## src/rtl/wb_regfile.sv

```systemverilog
// Write-back select and 32-entry register file with two combinational read ports
// and a commit counter. Define WB_BYPASS_EN to forward same-cycle commits to reads.
module wb_regfile #(
  parameter int WIDTH = 32,
  parameter int NREG  = 32
) (
  input  logic             Clk,
  input  logic             Rst_n,
  input  logic [WIDTH-1:0] Dataout,
  input  logic [WIDTH-1:0] ALUout,
  input  logic [4:0]       Rw,
  input  logic             MemtoReg,
  input  logic             RegWr,
  input  logic [4:0]       Ra,
  input  logic [4:0]       Rb,
  output logic [WIDTH-1:0] busA,
  output logic [WIDTH-1:0] busB,
  output logic [WIDTH-1:0] busW,
  output logic [31:0]      WrCount
);

  logic [WIDTH-1:0] regs [NREG];
  logic [31:0]      wr_count_reg;
  logic             commit;
  logic [4:0]       rd_addr [2];
  logic [WIDTH-1:0] rd_data [2];

  assign busW    = MemtoReg ? Dataout : ALUout;
  assign commit  = RegWr && (Rw != 5'd0);
  assign WrCount = wr_count_reg;

  // Entry 0 is cleared on reset and never written, since commit excludes Rw == 0.
  always_ff @(posedge Clk or negedge Rst_n) begin
    if (!Rst_n) begin
      for (int i = 0; i < NREG; i++) regs[i] <= '0;
      wr_count_reg <= '0;
    end else if (commit) begin
      regs[Rw]     <= busW;
      wr_count_reg <= wr_count_reg + 32'd1;
    end
  end

  assign rd_addr[0] = Ra;
  assign rd_addr[1] = Rb;
  assign busA       = rd_data[0];
  assign busB       = rd_data[1];

  genvar gi;
  generate
    for (gi = 0; gi < 2; gi++) begin : g_rd
      always_comb begin
        rd_data[gi] = regs[rd_addr[gi]];
        if (rd_addr[gi] == 5'd0) rd_data[gi] = '0;
`ifdef WB_BYPASS_EN
        // Gated by Rst_n so nothing leaks onto the read buses while in reset.
        else if (Rst_n && commit && (rd_addr[gi] == Rw)) rd_data[gi] = busW;
`endif
      end
    end
  endgenerate

endmodule
```

## config.mk

```make
export PLATFORM = sky130hd
export DESIGN_NAME = wb_regfile
export DESIGN_NICKNAME = d
export VERILOG_FILES = /design/src/rtl/wb_regfile.sv
export SDC_FILE = /design/constraint.sdc
export NUM_CORES = 2
export LEC_CHECK = 0
export ABC_CLOCK_PERIOD_IN_PS = 4900
export CORE_MARGIN = 2
export CORE_UTILIZATION = 46
export DETAILED_ROUTE_END_ITERATION = 10
export PLACE_DENSITY = 0.67
export REMOVE_ABC_BUFFERS = 1
export SLEW_MARGIN = 25
export SYNTH_ARGS = -nofsm -noshare
export SYNTH_HDL_FRONTEND = slang
export SYNTH_SLANG_ARGS = --single-unit
```

## constraint.sdc

```tcl
create_clock -name Clk -period 4.9 [get_ports Clk]
set_clock_uncertainty 0.2 [all_clocks]
set_input_delay 0.49 -clock Clk [delete_from_list [all_inputs] [get_ports Clk]]
set_output_delay 0.49 -clock Clk [all_outputs]
set_load 0.01 [all_outputs]
```

# Word-level counts from Yosys, hierarchy flattened
# Cells that the tools add are included.
[classes]
add_sub_neg = 1
magnitude_cmp = 4
n_mux = 12
bitwise_logic = 3
reduce_logical = 5
[op_table]
columns = ["op", "n"]
rows = [
  ["1024-bit bitwise mux", 1],
  ["32-bit binary-select mux with 5-bit select", 2],
  ["32-bit 2-to-1 mux", 8],
  ["32-bit demux with 5-bit select", 1],
  ["32-bit by 1-bit adder with 32-bit output (second input constant)", 1],
  ["6-bit greater-or-equal comparator (second input constant)", 3],
  ["5-bit NOT with 6-bit output", 3],
  ["5-bit zero test", 2],
  ["6-bit by 1-bit < comparator with 1-bit output (second input constant)", 1],
  ["5-bit nonzero test", 1],
  ["1-bit logical AND", 2],
]
[totals]
regBits = 1056
input_bits = 83
output_inout_bits = 128
word_cells = 58

# Logic depth before layout (Yosys ltp)
[logic_depth]
ltp_word = 6
mapped_depth = 8

# Least setup slack after synthesis
# OpenSTA, ideal clock, no wires.
[synth_path]
path_type = "input to output"
startpoint = "input port Rb[0]"
endpoint = "output port busB[13]"
arrival_ns = 1.861
required_ns = 4.210
slack_ns = 2.349
cell_stages = 7
path_buffers = 3
cell_sequence = "buf_4 buf_6 and2b_4 buf_6 a221oi_1 o21ai_0 a311oi_1"
[synth_between]
elab_chain_len = 5
word_cells_on_any_way = 6
classes_between = "mux (4); bitwise (1); reduce/logical (1)"
[synth_lines]
columns = ["item", "line", "source"]
rows = [
  ["start, declared", "15", "input logic [4:0] Rb,"],
  ["5-bit NOT with 6-bit output (implied by the code)", "52", "rd_data[gi] = regs[rd_addr[gi]];"],
  ["32-bit binary-select mux with 5-bit select", "52", ""],
  ["32-bit 2-to-1 mux (implied by the code) (2 in series)", "52", ""],
  ["32-bit 2-to-1 mux *", "53", "if (rd_addr[gi] == 5'd0) rd_data[gi] = '0;"],
  ["end, declared", "17", "output logic [WIDTH-1:0] busB,"],
]
# Mark *: on every way between the ends. The rest lies on a longest branch, timed or not. The select of a mux whose other input is x is not followed.

# Worst setup path after layout
[layout_path]
startpoint = "input port Rb[2]"
endpoint = "output port busB[21]"
# Same word-level chain as after synthesis.

==> qor.yml <==
outcome:
  run_status: "completed"
grt:
  grt_first_pass_wirelength_um: 266200
  overflow: 0
  grt_pass1_vias: 41650
  grt_max_degree: 115
  antenna_found_initial: 1
  grt.total_usage_pct: 28.99
yosys:
  synth_edf_count: 0
  synth-seq-cells: 1056
  yosys_warnings: 0
  synth_top_area_share_pct: 48.18
  ys_seq_area_share_pct: 48.18
  syn_avg_cell_area_um2: 11.15
  ys_types: 54
  yosysTopAreaCell: "dfrtp_1"
  syn_area_mm2: 0.05485
  ys_top_cells_by_area: "dfrtp_1, mux4_2, a21oi_1"
  synth_flop_cell: "dfrtp_1"
  async_flop_share_pct: 100.0
  synthCells: 4920
clocking:
  cts-root-buf: "clkbuf_16"
  clk_pin_slew_ns: 0.06
  insertion_delay_ns: 0.71
  clock_sinks: 1056
  ctsResizeCount: 0
  tritoncts: "done"
  postCtsSetupRepairBufs: 0
  cts_buffers: 114
  cts_buffer_depth: 3
  ctsHtreeMaxLevel: 3
power:
  power_frac_seq_pct: 45.4
  switchingPower_uw: 7857
  switching_share_pct: 29.67
  p_comb_share_pct: 21.8
  p_per_area_mw_per_mm2: 426.4
  peakVddDrop_v: 0.0002772
  p_int_uw: 18620
  power_frac_clock_pct: 32.9
  leakagePower_uw: 0.02608
timing:
  finalSetupViolCount: 0
  rsz0062_at_grt: "false"
  min_period_ns: 4.226
  maxSlewViolCount: 0
  hold_violations: 0
  finalCritPeriodShare_pct: 86.25
  fin_ws_ns: 0.6736
  finalSetupTns_ns: 0
  timing.slew.headroom_pct: 26.44
  worst_slew_pin_slew_ns: 1.103
  max_freq_mhz: 236.6
detailed_routing:
  viasPerCell: 6.368
  wl_um: 175800
  num_vias: 41530
  post_drt_wl_per_cell_um: 26.97
  ant_nets: 0
  drc: 0
  drtIter0Drc: 4549
  dr.pass1.iters: 6
setup_path:
  cp_max_fo: 72
  reg2reg_from: "WrCount[8]"
  r2r_setup_slack_ns: 2.60
  start_kind: "input pin"
  crit_type: "in -> out"
  ff2ff_path_depth: 4
  arrival_ns: 3.54
  setup.worst_path.end_class: "primary output"
  regToRegEndpoint: "WrCount[31]"
  cp.required_ns: 4.21
floorplan:
  row_count: 126
  chipWidth_um: 349.3
  placeableCoreArea_mm2: 0.1181
  fp.dieArea_mm2: 0.1220
  initial_core_util_pct: 46.45
  pin_count: 211
  die_h_um: 349.3
place:
  routabilityCongestion: 0.8492
  portBuffers: 210
  hpwl_um: 104800
  place_ws_ns: 0.7886
final_layout:
  final_nets: 4975
  mostFrequentLayoutCell: "dfrtp_1"
  multiInputGateArea_mm2: 0.02590
  layout.cells.most_common_list: "dfrtp_1, nor2_1, nand2_1"
  nFillCells: 10100
  area_growth_pct: 13.23
  regArea_mm2: 0.02643
  layout-drive-gt1-share_pct: 20.36
job:
  cap_violations: 0
hold_path:
  hold_class: "in -> async"
[stage by stage]
stage / power (µW) / instances / util [%] / hold slack (ns) / instance area [µm²]
after detailed placement: 17810 / 6309 / 49.37 / 0.1833 / 58290
after CTS: 26510 / 6515 / 52.56 / 0.1968 / 62060
after global routing: 27730 / 6516 / 52.58 / 0.02137 / 62090
after global placement: 17510 / 6309 / 49.37 / 0.1775 / 58290
after floorplan: 15490 / 4380 / - / -0.005591 / 52100
final: 26480 / 6521 / 52.59 / 0.04147 / 62100
[area by class of cell]
type | instances | area share [%]
Antenna cell | 5 | 0.02015
Clock buffer | 164 | 5.283
Inverter | 37 | 0.2277
Tap cell | 1536 | 3.095
Clock inverter | 41 | 0.7737
Multi-Input combinational cell | 3287 | 41.70
Sequential cell | 1056 | 42.55
Timing Repair Buffer | 395 | 6.350
[worst max-delay path, cell delays in order]
cell,delay (ns)
buf_8,0.56
or4_4,0.47
buf_4,0.31
buf_4,0.20
o21ai_1,0.07
a311oi_1,0.48
buf_4,0.25
clkdlybuf4s50_1,0.55
[registers in the layout (all words and copies together), names as in the netlist]
register	count
WrCount	32
regs	1024
[Yosys cell counts (all sizes together), types with 7 or more instances]
cell type / number
nand3: 11
o21ai: 594
a22oi: 64
buf: 236
clkbuf: 304
mux4: 448
mux2: 64
a221oi: 49
a21oi: 511
mux2i: 160
nor2: 539
inv: 37
a211oi: 64
nor4: 7
xor2: 26
nor2b: 66
dfrtp: 1056
nor3: 13
o2111ai: 17
a311oi: 64
nand2: 535
[worst max-delay path by stage]
stage | endpoint | slack, ns | startpoint
5_1_grt | busB[21] | 0.65 | Rb[2]
3_5_place_dp | busB[30] | 0.79 | Rb[2]
3_3_place_gp | busB[30] | 0.75 | Rb[2]
6_report | busB[21] | 0.67 | Rb[2]
2_1_floorplan | regs[960] | 1.89 | Rw[1]
4_1_cts | busB[30] | 0.77 | Rb[2]
[what timing repair did]
action | CTS | global route
hold buffers | 1 | 0
hold endpoints to repair | 87 | 0
setup endpoints to repair | 0 | 0
[layer usage]
metal / GRT usage [%] / share of wire (%) / vias up
met2: 45.70 / 47 / 2011
li1: - / - / 17810
met1: 39.76 / 41 / 21240
met3: 6.132 / 8.8 / 462
met5: 0 / 0.0040 / -
met4: 10.56 / 4.0 / 2
[cell families after synthesis]
family / Yosys count / share of synthesized area, %
XOR/XNOR: 31 / 0.4950
flip-flops: 1056 / 48.18
buffers and inverters: 577 / 5.252
adder cells (fa/ha/maj): 1 / 0.02281
AO/OA/AOI/OAI: 1366 / 14.24
AND/OR/NAND/NOR: 1217 / 9.182
multiplexers: 672 / 22.63
[power groups by stage]
stage,registers (µW),clock network [µW],logic (µW)
3_5_place_dp,12100,0,5720
2_1_floorplan,11600,0,3850
6_report,12000,8700,5760
3_3_place_gp,11900,0,5560
4_1_cts,11900,8800,5760
5_1_grt,12200,9190,6320
Power figures use the tool's default switching activity.
